### src/rtl/vx_tcu_pkg.sv
// Shared binary32 constants, result flag layout and rounding helper for the
// tensor-core normalise/round datapath.
package vx_tcu_pkg;

  localparam int F32_BIAS    = 127;
  localparam int F32_EXP_MAX = 254;
  localparam int F32_SIG_W   = 24;

  // Packed so that a cast to logic [2:0] gives {overflow, underflow, inexact}.
  typedef struct packed {
    logic overflow;
    logic underflow;
    logic inexact;
  } tcu_flags_t;

  // Round-to-nearest-even increment decision.
  function automatic logic rne_round_up(input logic lsb, input logic guard, input logic sticky);
    return guard & (sticky | lsb);
  endfunction

endpackage

### src/rtl/vx_tcu_drl_lzc.sv
// Leading-one detector: reports the bit index of the most significant set bit
// of data_in, and whether data_in is all zero (pos is 0 in that case).
module vx_tcu_drl_lzc #(
  parameter int WIDTH = 32,
  parameter int POS_W = (WIDTH > 1) ? $clog2(WIDTH) : 1
) (
  input  logic [WIDTH-1:0] data_in,
  output logic [POS_W-1:0] pos,
  output logic             all_zero
);

  // Scan upward so the last set bit seen is the leading one.
  always_comb begin
    pos = '0;
    for (int i = 0; i < WIDTH; i++) begin
      pos = data_in[i] ? POS_W'(i) : pos;
    end
    all_zero = (data_in == '0);
  end

endmodule

### src/rtl/vx_tcu_drl_norm_round.sv
// Normalise and round a signed fixed-point mantissa sum to IEEE binary32.
// Three elastic stages: sign/magnitude, leading-one normalise, round/pack.
// Optional feature macro: TCU_NORM_SUBNORMAL_EN (gradual underflow instead of
// flush-to-zero when the biased exponent drops below 1).
module vx_tcu_drl_norm_round
  import vx_tcu_pkg::*;
#(
  parameter int SUM_W  = 32,
  parameter int EXP_W  = 8,
  parameter int FRAC_W = 24
) (
  input  logic             clk,
  input  logic             reset,
  input  logic             valid_in,
  output logic             ready_in,
  input  logic [SUM_W-1:0] sum,
  input  logic [EXP_W-1:0] max_exp,
  input  logic             sticky_in,
  output logic             valid_out,
  input  logic             ready_out,
  output logic [31:0]      result,
  output logic [2:0]       flags
);

  localparam int E_W   = EXP_W + 3;
  localparam int POS_W = (SUM_W > 1) ? $clog2(SUM_W) : 1;
  // Normalised magnitude padded so significand, guard and sticky always exist.
  localparam int EXT_W = SUM_W + F32_SIG_W + 2;
  localparam logic signed [E_W-1:0] E_ONE = E_W'(1);
  localparam logic signed [E_W-1:0] E_MAX = E_W'(F32_EXP_MAX);

  logic ld1_s, ld2_s, ld3_s;

  logic             v1_d, v1_q, sign1_d, sign1_q, zero1_d, zero1_q, sticky1_d, sticky1_q;
  logic [SUM_W-1:0] mag1_d, mag1_q;
  logic [EXP_W-1:0] exp1_d, exp1_q;

  logic                  v2_d, v2_q, sign2_d, sign2_q, zero2_d, zero2_q, sticky2_d, sticky2_q;
  logic [SUM_W-1:0]      norm2_d, norm2_q;
  logic signed [E_W-1:0] e2_d, e2_q;

  logic        valid_out_d, valid_out_q;
  logic [31:0] result_d, result_q;
  tcu_flags_t  flags_d, flags_q;

  logic [POS_W-1:0] lzc_pos_s;
  logic             lzc_zero_s;
  logic [POS_W-1:0] shamt_s;

  logic [EXT_W-1:0]      ext_s;
  logic [F32_SIG_W-1:0]  sig_s, r_sig_s;
  logic                  guard_s, sticky_s, r_guard_s, r_sticky_s, tiny_s, up_s;
  logic [F32_SIG_W:0]    rnd_s;
  logic signed [E_W-1:0] e_rnd_s;
  logic [31:0]           res_s;
  tcu_flags_t            flags_s;
`ifdef TCU_NORM_SUBNORMAL_EN
  localparam logic signed [E_W-1:0] E_SAT = E_W'(25);
  logic signed [E_W-1:0]   sh_full_s;
  logic [4:0]              sh_s;
  logic [F32_SIG_W+25:0]   sub_vec_s;
`endif

  vx_tcu_drl_lzc #(.WIDTH(SUM_W), .POS_W(POS_W)) u_lzc (
    .data_in  (mag1_q),
    .pos      (lzc_pos_s),
    .all_zero (lzc_zero_s)
  );

  // Elastic load enables: a stage loads when empty or when its successor loads.
  always_comb begin
    ld3_s = ~valid_out_q | ready_out;
    ld2_s = ~v2_q | ld3_s;
    ld1_s = ~v1_q | ld2_s;
  end

  assign ready_in = ld1_s;

  // Stage 1: split the two's-complement sum into sign and magnitude.
  always_comb begin
    v1_d = v1_q; sign1_d = sign1_q; zero1_d = zero1_q; sticky1_d = sticky1_q;
    mag1_d = mag1_q; exp1_d = exp1_q;
    if (ld1_s) begin
      v1_d      = valid_in;
      sign1_d   = sum[SUM_W-1];
      mag1_d    = sum[SUM_W-1] ? (~sum + SUM_W'(1)) : sum;
      zero1_d   = (sum == '0);
      exp1_d    = max_exp;
      sticky1_d = sticky_in;
    end else begin
      v1_d = v1_q;
    end
  end

  // Stage 2: shift the leading one into the MSB and form the biased exponent.
  always_comb begin
    shamt_s = POS_W'(SUM_W - 1) - lzc_pos_s;
    v2_d = v2_q; sign2_d = sign2_q; zero2_d = zero2_q; sticky2_d = sticky2_q;
    norm2_d = norm2_q; e2_d = e2_q;
    if (ld2_s) begin
      v2_d      = v1_q;
      sign2_d   = sign1_q;
      zero2_d   = zero1_q | lzc_zero_s;
      sticky2_d = sticky1_q;
      norm2_d   = mag1_q << shamt_s;
      e2_d      = E_W'(exp1_q) + E_W'(lzc_pos_s) - E_W'(FRAC_W);
    end else begin
      v2_d = v2_q;
    end
  end

  // Stage 3 datapath: extract significand/guard/sticky, round, pack binary32.
  always_comb begin
    ext_s      = {norm2_q, {(F32_SIG_W + 2){1'b0}}};
    sig_s      = ext_s[EXT_W-1 -: F32_SIG_W];
    guard_s    = ext_s[SUM_W+1];
    sticky_s   = (|ext_s[SUM_W:0]) | sticky2_q;
    tiny_s     = (e2_q < E_ONE);
    r_sig_s    = sig_s;
    r_guard_s  = guard_s;
    r_sticky_s = sticky_s;
`ifdef TCU_NORM_SUBNORMAL_EN
    // Denormalise by 1-e; beyond 25 places every bit is sticky anyway.
    sh_full_s = E_ONE - e2_q;
    sh_s      = (sh_full_s > E_SAT) ? 5'd25 : sh_full_s[4:0];
    sub_vec_s = {sig_s, guard_s, 25'd0} >> sh_s;
    if (tiny_s) begin
      r_sig_s    = sub_vec_s[F32_SIG_W+25:26];
      r_guard_s  = sub_vec_s[25];
      r_sticky_s = (|sub_vec_s[24:0]) | sticky_s;
    end else begin
      r_sig_s = sig_s;
    end
`endif
    up_s    = rne_round_up(r_sig_s[0], r_guard_s, r_sticky_s);
    rnd_s   = {1'b0, r_sig_s} + (F32_SIG_W + 1)'(up_s);
    e_rnd_s = e2_q + E_W'(rnd_s[F32_SIG_W]);
    res_s   = 32'd0;
    flags_s = '0;
    if (zero2_q) begin
      res_s   = 32'd0;
      flags_s = '0;
    end else if (tiny_s) begin
`ifdef TCU_NORM_SUBNORMAL_EN
      // A round-up into bit 23 naturally yields the smallest normal.
      res_s             = {sign2_q, 7'd0, rnd_s[F32_SIG_W-1:0]};
      flags_s.inexact   = r_guard_s | r_sticky_s;
      flags_s.underflow = r_guard_s | r_sticky_s;
`else
      res_s             = {sign2_q, 31'd0};
      flags_s.inexact   = 1'b1;
      flags_s.underflow = 1'b1;
`endif
    end else if (e_rnd_s > E_MAX) begin
      res_s            = {sign2_q, 8'hFF, 23'd0};
      flags_s.overflow = 1'b1;
      flags_s.inexact  = 1'b1;
    end else begin
      // On carry-out the significand became 1.0, so the fraction field is zero.
      res_s           = {sign2_q, 8'(e_rnd_s), rnd_s[F32_SIG_W] ? 23'd0 : rnd_s[22:0]};
      flags_s.inexact = r_guard_s | r_sticky_s;
    end
  end

  // Stage 3 register: output holds while stalled by the consumer.
  always_comb begin
    valid_out_d = valid_out_q;
    result_d    = result_q;
    flags_d     = flags_q;
    if (ld3_s) begin
      valid_out_d = v2_q;
      if (v2_q) begin
        result_d = res_s;
        flags_d  = flags_s;
      end else begin
        result_d = result_q;
      end
    end else begin
      valid_out_d = valid_out_q;
    end
  end

  // Pipeline state; reset discards every in-flight beat.
  always_ff @(posedge clk or posedge reset) begin
    if (reset) begin
      v1_q <= 1'b0; sign1_q <= 1'b0; zero1_q <= 1'b0; sticky1_q <= 1'b0;
      mag1_q <= '0; exp1_q <= '0;
      v2_q <= 1'b0; sign2_q <= 1'b0; zero2_q <= 1'b0; sticky2_q <= 1'b0;
      norm2_q <= '0; e2_q <= '0;
      valid_out_q <= 1'b0; result_q <= 32'd0; flags_q <= '0;
    end else begin
      v1_q <= v1_d; sign1_q <= sign1_d; zero1_q <= zero1_d; sticky1_q <= sticky1_d;
      mag1_q <= mag1_d; exp1_q <= exp1_d;
      v2_q <= v2_d; sign2_q <= sign2_d; zero2_q <= zero2_d; sticky2_q <= sticky2_d;
      norm2_q <= norm2_d; e2_q <= e2_d;
      valid_out_q <= valid_out_d; result_q <= result_d; flags_q <= flags_d;
    end
  end

  assign valid_out = valid_out_q;
  assign result    = result_q;
  assign flags     = flags_q;

endmodule

### config.mk
export PLATFORM = sky130hd
export DESIGN_NAME = vx_tcu_drl_norm_round
export DESIGN_NICKNAME = d
export VERILOG_FILES = /design/src/rtl/vx_tcu_pkg.sv /design/src/rtl/vx_tcu_drl_lzc.sv /design/src/rtl/vx_tcu_drl_norm_round.sv
export SDC_FILE = /design/constraint.sdc
export NUM_CORES = 1
export LEC_CHECK = 0
export CAP_MARGIN = 0
export CORE_MARGIN = 2
export CORE_UTILIZATION = 55
export DETAILED_ROUTE_END_ITERATION = 6
export PLACE_DENSITY_LB_ADDON = 0.25
export RECOVER_POWER = 25
export SYNTH_ARGS = -nofsm -noshare
export SYNTH_HDL_FRONTEND = slang
export SYNTH_SLANG_ARGS = --single-unit
### constraint.sdc
create_clock -name clk -period 7.4 [get_ports clk]
set_clock_uncertainty 0.1 [all_clocks]
set_input_delay 0.74 -clock clk [delete_from_list [all_inputs] [get_ports clk]]
set_output_delay 0.74 -clock clk [all_outputs]
set_load 0.02 [all_outputs]
---- Word-level counts from Yosys, hierarchy flattened ----
Cells that the tools add are included.
operators by class
  $add $sub $neg .......................... 6
  multiply operators ...................... 0
  div/mod/pow operators ................... 0
  magnitude comparators ................... 2
  equal/unequal tests ..................... 0
  shifts and indexed selects .............. 1
  multiplexer cells ....................... 42
  bitwise logic cells ..................... 12
  reduce and logical (&&, ||, !) cells .... 4
operator list
  cell                   number
  $mux 5                 30
  $logic_not 32->1       2
  $mux 32                2
  $mux 31                2
  $add 32x1->32 const B  1
  $not 32->32            1
  $shl 32x5->32          1
  $add 24x1->25          1
  $mux 23                1
  $add 11x1->11          1
  $gt 11x9->1 const B    1
  $lt 11x2->1 const B    1
  $sub 9x5->10 const B   1
  $add 8x5->9            1
  $or 1x1->1             7
  $reduce_or 7->1        1
  $mux 1                 6
  $sub 5x5->5 const A    1
  $mux 3                 1
  $not 1->1              3
  $reduce_and 2->1       1
  $and 1x1->1            1
storage, ports and cells
  flip-flop bits (word level) ............. 127
  bits in latches ......................... 0
  RAM bits ................................ 0
  bits in read-only memories .............. 0
  output and inout port bits .............. 37
  memories kept ........................... 0

---- Longest topological paths before layout ----
Gate-level depths: netlist (run 1).
  depth after elaboration ................. 33
  gate-level depth with buffers ........... 23
  gate-level depth less buffers ........... 21

---- Hierarchy ----
A second synthesis (run 1) with hierarchy kept.
second synthesis, totals
  cell total of the unflattened synthesis .. 900
  area total of the unflattened synthesis .. 8039.0 sq um
modules (own cells, without submodules)
  module                 instances  cells an instance  area an instance (sq um)  seq. area each (sq um)
  vx_tcu_drl_norm_round  1          835                7704.9                    3153.0
  vx_tcu_drl_lzc         1          65                 334.1                     0.0

---- Worst setup path before layout (run 1) ----
Ideal clock, no wire load.
  kind .................................... reg2reg
  from .................................... reg norm2_q[0]
  to ...................................... reg result_q[11], in the netlist result[11]
  data arrival time ....................... 4.215 ns
  data required time ...................... 7.167 ns
  setup slack ............................. 2.952 ns
  stages on the path, launching flop included .. 23
  buffers on the path ..................... 2
  cells stage by stage .................... dfrtp_1 > nor4_1 > nand2_1 > o21a_1 > ha_1 > ha_1 > and3_1 > nand3_1 > or3_1 > clkbuf_1 > nor3_1 > and3_1 > ha_1 > ha_1 > xnor2_1 > or3_1 > o41ai_1 > a21o_1 > nand2_1 > nand2_1 > or2_2 > clkbuf_1 > o21ai_0
on the way
  longest elaborated chain between the ends .. 10
  elaborated cells on any way between the ends .. 11
ends and longest elaborated chain
  element                 line                          RTL
  start, declared         vx_tcu_drl_norm_round.sv:39   logic [SUM_W-1:0] norm2_d, norm2_q;
  start signal, assigned  vx_tcu_drl_norm_round.sv:189  norm2_q <= '0; e2_q <= '0;
  start signal, assigned  vx_tcu_drl_norm_round.sv:195  norm2_q <= norm2_d; e2_q <= e2_d;
  $reduce_or 7->1 (*)     vx_tcu_drl_norm_round.sv:117  sticky_s = (|ext_s[SUM_W:0]) | sticky2_q;
  $or 1x1->1 (*)          vx_tcu_drl_norm_round.sv:117
  $or 1x1->1 (*)          vx_tcu_pkg.sv:18              return guard & (sticky | lsb);
  $and 1x1->1 (*)         vx_tcu_pkg.sv:18
  $add 24x1->25 (*)       vx_tcu_drl_norm_round.sv:136  rnd_s = {1'b0, r_sig_s} + (F32_SIG_W + 1)'(up_s);
  $add 11x1->11           vx_tcu_drl_norm_round.sv:137  e_rnd_s = e2_q + E_W'(rnd_s[F32_SIG_W]);
  $gt 11x9->1             vx_tcu_drl_norm_round.sv:154  end else if (e_rnd_s > E_MAX) begin
  $mux 31 (*)             vx_tcu_drl_norm_round.sv:154
  $mux 31 (*)             vx_tcu_drl_norm_round.sv:143  end else if (tiny_s) begin
  $mux 32 (*)             vx_tcu_drl_norm_round.sv:140  if (zero2_q) begin
  end signal, assigned    vx_tcu_drl_norm_round.sv:196  valid_out_q <= valid_out_d; result_q <= result_d; flags_q <= flags_d;
  end, declared           vx_tcu_drl_norm_round.sv:43   logic [31:0] result_d, result_q;
Every way passes the cells marked *; elsewhere a longest branch is shown, timed or not.
A chain may end at the register's enable or synchronous reset.

---- Worst setup path in the final report (run 1) ----
  from .................................... reg norm2_q[3]
  to ...................................... reg result_q[3], in the netlist result[3]
The elaborated chain is that of the path after synthesis.

==> summary.txt, run 1 <==
Run
  • Max-cap violations: 3

STA
  • Period Utilization, post-route: 0.690
  • Final hold violations: 0
  • Fmax: roughly 200 MHz
  • Setup TNS: 0 ps
  • Final Slew Violations: between 100 and 150
  • Setup WS post-layout: 2300 ps
  • Minimum clock period: slightly above 5000 ps
  • RSZ-0062 raised after global routing: no
  • Hold WS: about 370 ps
  • Final setup fails: 0
  • Tightest Pin Transition: 2520 ps
  • Max-slew headroom: -0.690

Worst setup path
  • Crit path top cell by count: ha_1
  • Startpoint types: flop
  • CP Capture Type: flop
  • Slowest stage cell, crit path: or3_1
  • Critical path, cell by cell: nor4_1 > nand2_1 > o21a_1 > ha_1 > ha_1 > and3_1 > nand3_1 > or3_1 > nor3_1 > and3_1 > ha_1 > ha_1 > inv_1 > a211o_1 > a31oi_1 > o41ai_1 > a21o_1 > nand2_1 > nand2_1 > or2_2 > o21ai_0
  • Req. time, crit path: approximately 7600 ps
  • Crit path largest cell delay: 480 ps
  • Crit-path max FO: 12
  • Worst Setup Path Type: reg2reg
  • Critical R2R Launch: norm2_q[3]
  • Crit path buffers/inverters: 1
  • CP arrival: 5340 ps
  • R2R setup slack: 2300 ps
  • Cell family with most CP delay: simple AND/OR/NAND/NOR gates
  • Reg2reg end: result[3]
  • Worst R2R Path Depth: 21

Run status
  • Status: finished with violations
  • Failing checks: max-capacitance violations, max-slew violations

Clock tree
  • # resized after CTS: 0
  • Total CTS buffers: 17
  • Clock Latency Late Sink: 420 ps
  • Clk buf depth: 2
  • H-tree depth: 4
  • Clk pin slew, worst setup/hold paths: around 50 ps
  • CTS sink cnt: 126
  • Setup bufs post-CTS: 0
  • CTS Hold Buffers Added: 0
  • CTS root buf: clkbuf_16
  • CTS tree: built

Power and ir drop
  • Total Power: 2.89 mW
  • Worst VDD drop: 0.184 mV
  • Leakage: 4.25 nW
  • Power per Cell Area: a little over 300 mW/mm²

Placement
  • RD Place Congestion: 0.956
  • Placement Setup Slack: 2330 ps
  • # placed instances: roughly 1100
  • IO Port Bufs: 81
  • Hpwl dp: 14.1 mm
  • Placed cell area: 0.00898 mm²

Synthesis
  • Largest family of logic cells by synthesized area: compound AO/OA/AOI/OAI gates
  • Synthesized flop and latch total: 126
  • YS warnings: 0
  • Fraction of registers with async set/reset: 1.00
  • Mux share of post-synthesis cell area: 0.113
  • Cells after Synth: 900
  • Mean post-synth cell area: around 9 µm²
  • Top-count cell post-synth: dfrtp_1
  • Compound-Gate Fraction of Synth Area: 0.183
  • Count of different cell masters after synthesis: 70
  • Yosys top cell area share: 0.390
  • Most area-hungry cell type in the Yosys netlist: dfrtp_1
  • Sequential-to-total area share from yosys stat: 0.390
  • Main synth FF type: dfrtp_1
  • Net count after synthesis: 965
  • Simple-gate share of the synthesized area: 0.171
  • XOR/XNOR Fraction of Synth Area: 0.0671
  • Synth top area cells: dfrtp_1 (39%), mux2i_1 (8.9%), nand2_1 (5.0%), xor2_1 (4.0%), nor2_1 (3.9%)
  • Post-synth EDFFs: 0
  • Post-Synth Adder-Cell Area: 0.0319
  • Post-synth top cells: dfrtp_1 (126), nand2_1 (107), nor2_1 (85)
  • Mapped Area: 0.00809 mm²

Global routing
  • Largest net degree at the start of global routing: 76
  • Congestion Overflow GR: 0
  • Vias in the first global route: 6399
  • Global-route wire length before repair: 31.6 mm
  • Initial antenna violation count: 0
  • GRT Total Usage: 0.249

Min path
  • Hold Path Stages: 2
  • Endpoint of the worst hold path: result[0]
  • Min-delay src: result[0]
  • Hold/Removal Path Class: reg2reg

Final layout
  • Final Non-Filler Cells: about 1200
  • Post-route design area: 0.00950 mm²
  • Area growth, synth to finish: 17.4%
  • Final layout net count: a little over 1000
  • Fillers: 1246
  • Util after Layout: 0.656
  • Diodes inserted: 0
  • Ratio of cells with drive above 1 in the final layout: 0.0743

Routing
  • Final ANT Viol Nets: 0
  • Drt drc: 0
  • DR iter-0 viols: 487
  • Vias after detailed routing: slightly below 7000
  • Aggregate routed wire length: 19.1 mm
  • First-pass detailed-route iteration total: 5
  • Via/cell ratio: 5.85
  • Wire per inst: 16.5 µm

Die
  • Die Wd: 125 µm
  • Starting Density: 0.559
  • Die Area: 0.0157 mm²
  • Chip Height: 125 µm
  • Row cnt: 44
  • I/O pins: 82
  • Core Area: 0.0145 mm²
-- power by group --
| group | internal, mW | total [mW] | switching (mW) |
|---|---|---|---|
| logic | 0.478 | 1.06 | 0.587 |
| registers | 0.885 | 1.08 | 0.195 |
| clock network | 0.457 | 0.749 | 0.292 |
| total | 1.82 | 2.89 | 1.07 |
-- cell usage in the layout, fill, tap and decap left out, types with 13 or more instances in the layout --
| cell | count |
|---|---|
| ha_1 | 19 |
| clkdlybuf4s50_1 | 71 |
| clkbuf_16 | 17 |
| inv_1 | 36 |
| nand3_1 | 20 |
| nor2_1 | 84 |
| mux2i_1 | 72 |
| nand2_1 | 107 |
| o21ai_0 | 60 |
| dfrtp_1 | 126 |
| a21oi_1 | 63 |
| xnor2_1 | 25 |
| nor4_1 | 13 |
| xor2_1 | 37 |
-- final cells by class --
class / count / area (µm²) / share of cell area
flip-flops and latches: 126 / 3150 / 0.332
clock inverters: 6 / 36.3 / 0.00382
clock buffers: 24 / 492 / 0.0518
well taps: 184 / 230 / 0.0242
inverters: 38 / 144 / 0.0151
multi-input cells: 687 / 4590 / 0.483
repair buffers: 88 / 860 / 0.0905
-- worst max path at each step --
| stage | start | to | slack (ps) | cells after the start |
|---|---|---|---|---|
| 2_1_floorplan | norm2_q[0] | result[11] | 2950 | 22 |
| 3_3_place_gp | norm2_q[1] | result[11] | 2550 | 21 |
| 3_5_place_dp | norm2_q[3] | result[7] | 2330 | 21 |
| 4_1_cts | norm2_q[3] | result[7] | 2310 | 21 |
| 5_1_grt | norm2_q[3] | result[3] | 1820 | 21 |
| 6_report | norm2_q[3] | result[3] | 2300 | 21 |
-- registers in the layout, summed over array words and instances (netlist names) --
signal	cells
sign2_q	1
e2_q	10
exp1_q	8
zero2_q	1
valid_out	1
result	32
zero1_q	1
sticky2_q	1
mag1_q	32
v1_q	1
sticky1_q	1
sign1_q	1
norm2_q	32
flags	3
v2_q	1
-- worst register-to-register path: cells and delay by family, from the launching register on --
kind | cells | cell delay [ps]
AOI/OAI and AO/OA | 6 | 1060
adders and majority gates | 4 | 890
buffers and inverters | 1 | 100
DFF | 1 | 360
and+or+nand+nor | 10 | 2510
-- kinds of logic after synthesis --
logic type | Yosys count
adder cells (fa/ha/maj) | 20
AO/OA/AOI/OAI | 225
multiplexers | 86
buffers and inverters | 87
XOR/XNOR | 62
flip-flops | 126
AND/OR/NAND/NOR | 294
-- layer usage --
metal	GRT usage	wire [µm]
met5	0	0
met4	0.113	580
met3	0.0398	745
met2	0.409	8950
met1	0.327	8780
Power figures use the tool's default switching activity.
==> run 2, diff against run 1 <==
==> constraint.sdc (replaced) <==
create_clock -name clk -period 4.8 [get_ports clk]
set_clock_uncertainty 0.1 [all_clocks]
set_input_delay 0.48 -clock clk [delete_from_list [all_inputs] [get_ports clk]]
set_output_delay 0.48 -clock clk [all_outputs]
set_load 0.02 [all_outputs]
==> run 2 against run 1 <==
Effect of this change: the flow still finishes with violations (max-capacitance violations, max-slew violations); cell count is 1.0% higher; clock-buffer cell count shrank 5; fmax grew 15%; die area unchanged; core utilization rose by 1.8 points; power rose by 68%; combinational power rose by 58%; sequential share of layout area decreased by 0.91 points; worst hold slack lost 4.6 ps; largest cell class unchanged; largest power group is now combinational cells.
==> summary.txt, run 2 (synthesis results as in run 1) <==
Run status
  • Status: finished with violations (unchanged)
  • Failing checks: max-capacitance violations, max-slew violations (unchanged)

Power and ir drop
  • Total Power: 4.85 mW (was 2.89 mW)
  • Worst VDD drop: 0.301 mV (was 0.184 mV)
  • Leakage: 4.36 nW (was 4.25 nW)
  • Power per Cell Area: 497 mW/mm² (was 305 mW/mm²)

Worst setup path
  • Startpoint types: flop (unchanged)
  • Req. time, crit path: 4990 ps (was 7630 ps)
  • Reg2reg end: result[9] (was result[3])
  • R2R setup slack: 350 ps (was 2300 ps)
  • CP arrival: 4640 ps (was 5340 ps)
  • Worst Setup Path Type: reg2reg (unchanged)
  • CP Capture Type: flop (unchanged)
  • Critical R2R Launch: norm2_q[4] (was norm2_q[3])
  • Crit-path max FO: 12 (unchanged)
  • Worst R2R Path Depth: 20 (was 21)

Placement
  • Hpwl dp: 14.2 mm (was 14.1 mm)
  • # placed instances: 1133 (was 1123)
  • RD Place Congestion: 0.951 (was 0.956)
  • IO Port Bufs: 81 (unchanged)

Die
  • Starting Density: 0.559 (unchanged)
  • Die Wd: 125 µm (unchanged)
  • Die Area: 0.0157 mm² (unchanged)
  • Chip Height: 125 µm (unchanged)
  • Row cnt: 44 (unchanged)
  • Core Area: 0.0145 mm² (unchanged)
  • I/O pins: 82 (unchanged)

Final layout
  • Diodes inserted: 0 (unchanged)
  • Final layout net count: 1033 (was 1023)
  • Area growth, synth to finish: 20.7% (was 17.4%)
  • Most frequent cells in the layout: dfrtp_1 (126), nand2_1 (107), nor2_1 (84) (unchanged)
  • Ratio of cells with drive above 1 in the final layout: 0.0897 (was 0.0743)
  • Final Non-Filler Cells: 1165 (was 1153)
  • Most common cell after layout, fill and taps aside: dfrtp_1 (unchanged)

STA
  • Tightest Pin Transition: 2740 ps (was 2520 ps)
  • Period Utilization, post-route: 0.927 (was 0.690)
  • Final hold violations: 0 (unchanged)
  • Final Slew Violations: 169 (was 133)
  • Final setup fails: 0 (unchanged)
  • RSZ-0062 raised after global routing: no (unchanged)
  • Fmax: 225 MHz (was 196 MHz)
  • Setup TNS: 0 ps (unchanged)
  • Max-slew headroom: -0.835 (was -0.690)
  • Minimum clock period: 4450 ps (was 5100 ps)

Min path
  • Hold Path Stages: 1 (was 2)
  • Endpoint of the worst hold path: v2_q (was result[0])
  • Hold/Removal Path Class: reg2reg (unchanged)
  • Min-delay src: v1_q (was result[0])

Clock tree
  • H-tree depth: 4 (unchanged)
  • Total CTS buffers: 17 (unchanged)
  • Clk pin slew, worst setup/hold paths: 60 ps (was 50 ps)
  • Clock Latency Late Sink: 420 ps (about the same)
  • Clk buf depth: 2 (unchanged)
  • CTS root buf: clkbuf_16 (unchanged)
  • CTS tree: built (unchanged)
  • CTS sink cnt: 126 (unchanged)

Global routing
  • Initial antenna violation count: 0 (unchanged)
  • Congestion Overflow GR: 0 (unchanged)
  • Largest net degree at the start of global routing: 76 (unchanged)
  • Global-route wire length before repair: 32.5 mm (was 31.6 mm)
  • Vias in the first global route: 6494 (was 6399)
  • GRT Total Usage: 0.253 (was 0.249)

Routing
  • Final ANT Viol Nets: 0 (unchanged)
  • Wire per inst: 16.5 µm (about the same)
  • Drt drc: 0 (unchanged)
  • Vias after detailed routing: 6814 (was 6748)
  • First-pass detailed-route iteration total: 6 (was 5)
  • Aggregate routed wire length: 19.2 mm (was 19.1 mm)
  • DR iter-0 viols: 565 (was 487)
  • Via/cell ratio: 5.85 (about the same)

Run
  • Max-cap violations: 4 (was 3)
run 2: cell types whose count changed in the layout (fill, tap and decap cells not counted), moves of 2 or more:
| cell | previous run | this run |
|---|---|---|
| clkinv_2 | 4 | 0 |
| o21ai_0 | 60 | 58 |
| buf_4 | 6 | 14 |
| bufinv_16 | 0 | 7 |
| dlygate4sd3_1 | 10 | 2 |
| clkbuf_8 | 4 | 1 |
| clkdlybuf4s50_1 | 71 | 79 |
| clkinvlp_4 | 1 | 3 |
| o21ai_1 | 1 | 3 |
run 2: worst max path at each step:
stage | from | end | depth (start not counted)
after floorplan | norm2_q[0] | result[11] | 22
after global placement | norm2_q[4] | result[9] | 20
after detailed placement | norm2_q[2] | result[9] | 21
after CTS | norm2_q[2] | result[9] | 21
after global routing | norm2_q[1] | result[5] | 21
final | norm2_q[4] | result[9] | 20
run 2: timing repair:
item                                   in CTS  in global routing
hold buffers                                0                  0
gates resized for setup                     0                  8
buffers inserted                            0                  0
endpoints found under the hold margin       0                  0
setup endpoints to repair                   0                 31
run 2: report_power, final:
| group | total [mW] | switching, mW | internal, mW |
|---|---|---|---|
| Sequential | 1.66 | 0.301 | 1.36 |
| Combinational | 1.67 | 0.906 | 0.761 |
| Clock | 1.52 | 0.481 | 1.04 |
| Total | 4.85 | 1.69 | 3.17 |
run 2: layout make-up:
class / instances / area, µm²
clock buffer: 19 / 443
clock inverter: 13 / 259
fill: 1184 / 4710
inverter: 38 / 144
multi-input combinational: 687 / 4610
sequential: 126 / 3150
tap: 184 / 230
timing repair buffer: 98 / 927
run 2: worst max-delay path: stages, from the launching register on:
cell and delay (ps):
dfrtp_1 380, nor4_1 300, nand2_1 130, o21a_1 190, ha_1 220, ha_1 220
and3_1 220, nand3_2 130, or3_4 180, nor3_4 50, and3_1 200, ha_1 230
ha_2 220, o31ai_1 310, a31oi_1 150, o41ai_1 350, a21o_1 220, nand2_1 90
nand2_1 100, or2_4 200, o21ai_0 120
run 2: routing by layer:
metal / track usage / vias up / wire [µm]
met2: 0.398 / 246 / 8940
met4: 0.107 / 0 / 536
li1: - / 3348 / -
met1: 0.344 / 3178 / 8810
met3: 0.0496 / 42 / 950
met5: 0 / - / 0
run 2: stage by stage:
stage          utilization  hold WS, ps  instance area (µm²)  setup WS (ps)
2_1_floorplan            -          325                 8090            352
3_3_place_gp         0.625          346                 9050            305
3_5_place_dp         0.625          358                 9050           88.8
4_1_cts              0.674          370                 9750           45.9
5_1_grt              0.675          388                 9770           38.2
6_report             0.675          363                 9770            350
==> run 3, diff against run 2 <==
--- a/config.mk
+++ b/config.mk
@@ -6,8 +6,10 @@
 export NUM_CORES = 1
 export LEC_CHECK = 0
 export CAP_MARGIN = 0
+export CELL_PAD_IN_SITES_DETAIL_PLACEMENT = 1
+export CELL_PAD_IN_SITES_GLOBAL_PLACEMENT = 2
 export CORE_MARGIN = 2
-export CORE_UTILIZATION = 55
+export CORE_UTILIZATION = 36
 export DETAILED_ROUTE_END_ITERATION = 6
 export PLACE_DENSITY_LB_ADDON = 0.25
 export RECOVER_POWER = 25
==> run 3 against run 2 <==
Effect of this change: critical path depth rose by 1; the run still ends with max-capacitance violations, max-slew violations left; sequential power hardly changed; global-route usage fell by 6.2 points; combinational power is essentially flat; core utilization shrank 23 points; first-iteration DRC count decreased by 40%; worst hold slack worse by 9.0 ps; die area is 51% higher; highest routed layer unchanged.
==> summary.txt, run 3 (synthesis results as in run 1) <==
STA
  • Period Utilization, post-route: 0.913 (was 0.927)
  • Minimum clock period: 4380 ps (was 4450 ps)
  • Setup TNS: 0 ps (unchanged)
  • Final setup fails: 0 (unchanged)
  • Hold WS: 354 ps (was 363 ps)
  • Tightest Pin Transition: 2790 ps (was 2740 ps)
  • RSZ-0062 raised after global routing: no (unchanged)
  • Max-slew headroom: -0.868 (was -0.835)
  • Fmax: 228 MHz (was 225 MHz)
  • Final Slew Violations: 128 (was 169)
  • Final hold violations: 0 (unchanged)

Final layout
  • Multi-input combinational cell area: 0.00461 mm² (about the same)
  • Final layout net count: 1035 (was 1033)
  • Fillers: 2534 (was 1184)
  • Util after Layout: 0.444 (was 0.675)
  • Most common cell after layout, fill and taps aside: dfrtp_1 (unchanged)
  • Most frequent cells in the layout: dfrtp_1 (126), nand2_1 (107), nor2_1 (84) (unchanged)
  • Ratio of cells with drive above 1 in the final layout: 0.0866 (was 0.0897)
  • Area growth, synth to finish: 20.6% (was 20.7%)
  • Diodes inserted: 0 (unchanged)
  • Sequential Area: 0.00315 mm² (unchanged)

Routing
  • Drt drc: 0 (unchanged)
  • Wire per inst: 17.4 µm (was 16.5 µm)
  • First-pass detailed-route iteration total: 4 (was 6)
  • Aggregate routed wire length: 21.9 mm (was 19.2 mm)
  • Vias after detailed routing: 6792 (was 6814)
  • Final ANT Viol Nets: 0 (unchanged)
  • DR iter-0 viols: 340 (was 565)
  • Via/cell ratio: 5.39 (was 5.85)

Clock tree
  • CTS tree: built (unchanged)
  • CTS sink cnt: 126 (unchanged)
  • CTS root buf: clkbuf_16 (unchanged)
  • H-tree depth: 4 (unchanged)
  • Clk buf depth: 2 (unchanged)
  • CTS Hold Buffers Added: 0 (unchanged)
  • Total CTS buffers: 17 (unchanged)
  • Setup bufs post-CTS: 0 (unchanged)
  • Clock Latency Late Sink: 420 ps (about the same)
  • Clk pin slew, worst setup/hold paths: 60 ps (about the same)

Global routing
  • Largest net degree at the start of global routing: 76 (unchanged)
  • Congestion Overflow GR: 0 (unchanged)
  • Vias in the first global route: 6857 (was 6494)
  • M1 GR Usage: 0.262 (was 0.344)
  • Met2 Use GR: 0.312 (was 0.398)
  • Initial antenna violation count: 0 (unchanged)
  • GRT Total Usage: 0.191 (was 0.253)
  • Global-route wire length before repair: 36.3 mm (was 32.5 mm)
  • GRT busiest layer: met2 (unchanged)
  • Met3 usage: 0.0265 (was 0.0496)

Run status
  • Status: finished with violations (unchanged)
  • Failing checks: max-capacitance violations, max-slew violations (unchanged)

Die
  • Die Area: 0.0237 mm² (was 0.0157 mm²)
  • Starting Density: 0.368 (was 0.559)
  • Chip Height: 154 µm (was 125 µm)
  • Die Wd: 154 µm (was 125 µm)
  • I/O pins: 82 (unchanged)
  • Core Area: 0.0220 mm² (was 0.0145 mm²)
  • Row cnt: 54 (was 44)

Min path
  • Hold/Removal Path Class: reg2reg (unchanged)
  • Hold Path Stages: 1 (unchanged)
  • Min-delay src: v1_q (unchanged)
  • Endpoint of the worst hold path: v2_q (unchanged)

Worst setup path
  • Crit-path max FO: 12 (unchanged)
  • CP arrival: 4610 ps (was 4640 ps)
  • CP Capture Type: flop (unchanged)
  • R2R setup slack: 420 ps (was 350 ps)
  • Reg2reg end: result[11] (was result[9])
  • Worst R2R Path Depth: 21 (was 20)
  • Worst Setup Path Type: reg2reg (unchanged)
  • Req. time, crit path: 5020 ps (was 4990 ps)
  • Startpoint types: flop (unchanged)
  • Critical R2R Launch: norm2_q[2] (was norm2_q[4])

Power and ir drop
  • Worst VDD drop: 0.194 mV (was 0.301 mV)
  • Power per Cell Area: 475 mW/mm² (was 497 mW/mm²)
  • Leakage: 4.31 nW (was 4.36 nW)

Placement
  • RD Place Congestion: 0.865 (was 0.951)
  • Hpwl dp: 16.8 mm (was 14.2 mm)
  • IO Port Bufs: 81 (unchanged)

Run
  • Max-cap violations: 3 (was 4)
run 3: layout make-up:
cell class | instances | share of cell area
clock inverter | 6 | 0.00885
timing repair buffer | 100 | 0.0969
inverter | 38 | 0.0147
multi-input combinational | 687 | 0.472
clock buffer | 24 | 0.0483
sequential | 126 | 0.323
tap | 280 | 0.0359
run 3: worst max-delay path, stage by stage, from the launching register on:
cell and delay [ps]:
dfrtp_1 360, nor4_1 60, nand2_1 100, o21a_1 120, ha_1 200, ha_1 200, and3_1 200, nand3_1 120
or3_4 430, nor3_2 210, and3_1 220, ha_1 230, ha_2 240, inv_1 80, a211o_1 250, a31oi_1 210
o41ai_2 110, a21o_1 220, nand2_1 80, nand2_1 70, or2_4 290, o21ai_0 180
run 3: power breakdown:
part / switching, mW / internal, mW
Sequential: 0.315 / 1.36
Clock: 0.476 / 0.785
Combinational: 0.928 / 0.766
Total: 1.72 / 2.91
run 3: worst max path at each step:
stage                    start         end  slack, ps  cells after the start
global placement    norm2_q[3]   result[9]        320                     21
global route        norm2_q[2]   result[7]          6                     21
finish              norm2_q[2]  result[11]        420                     21
floorplan           norm2_q[0]  result[11]        350                     22
CTS                 norm2_q[2]  result[11]        180                     21
detailed placement  norm2_q[1]  result[11]        180                     21
run 3: timing repair:
action                                 4_1_cts  5_1_grt
setup endpoints to repair                    0       31
endpoints found under the hold margin        0        0
gates resized for setup                      0        5
run 3: metrics by stage:
stage                     std cells  setup slack (ps)  area (µm²)  power, mW
after CTS                      1261               179        9750       4.68
after detailed placement       1231               185        9190       3.40
final                          1261               416        9760       4.63
after global routing           1261              5.97        9760       4.93
after floorplan                 900               352        8090       2.72
after global placement         1231               319        9190       3.36
run 3: layer usage:
| metal | wire [µm] | share of wire | up-vias |
|---|---|---|---|
| li1 | - | - | 3346 |
| met1 | 10800 | 0.49 | 3309 |
| met2 | 10200 | 0.47 | 113 |
| met3 | 515 | 0.023 | 24 |
| met4 | 371 | 0.017 | 0 |
| met5 | 0 | 0 | - |
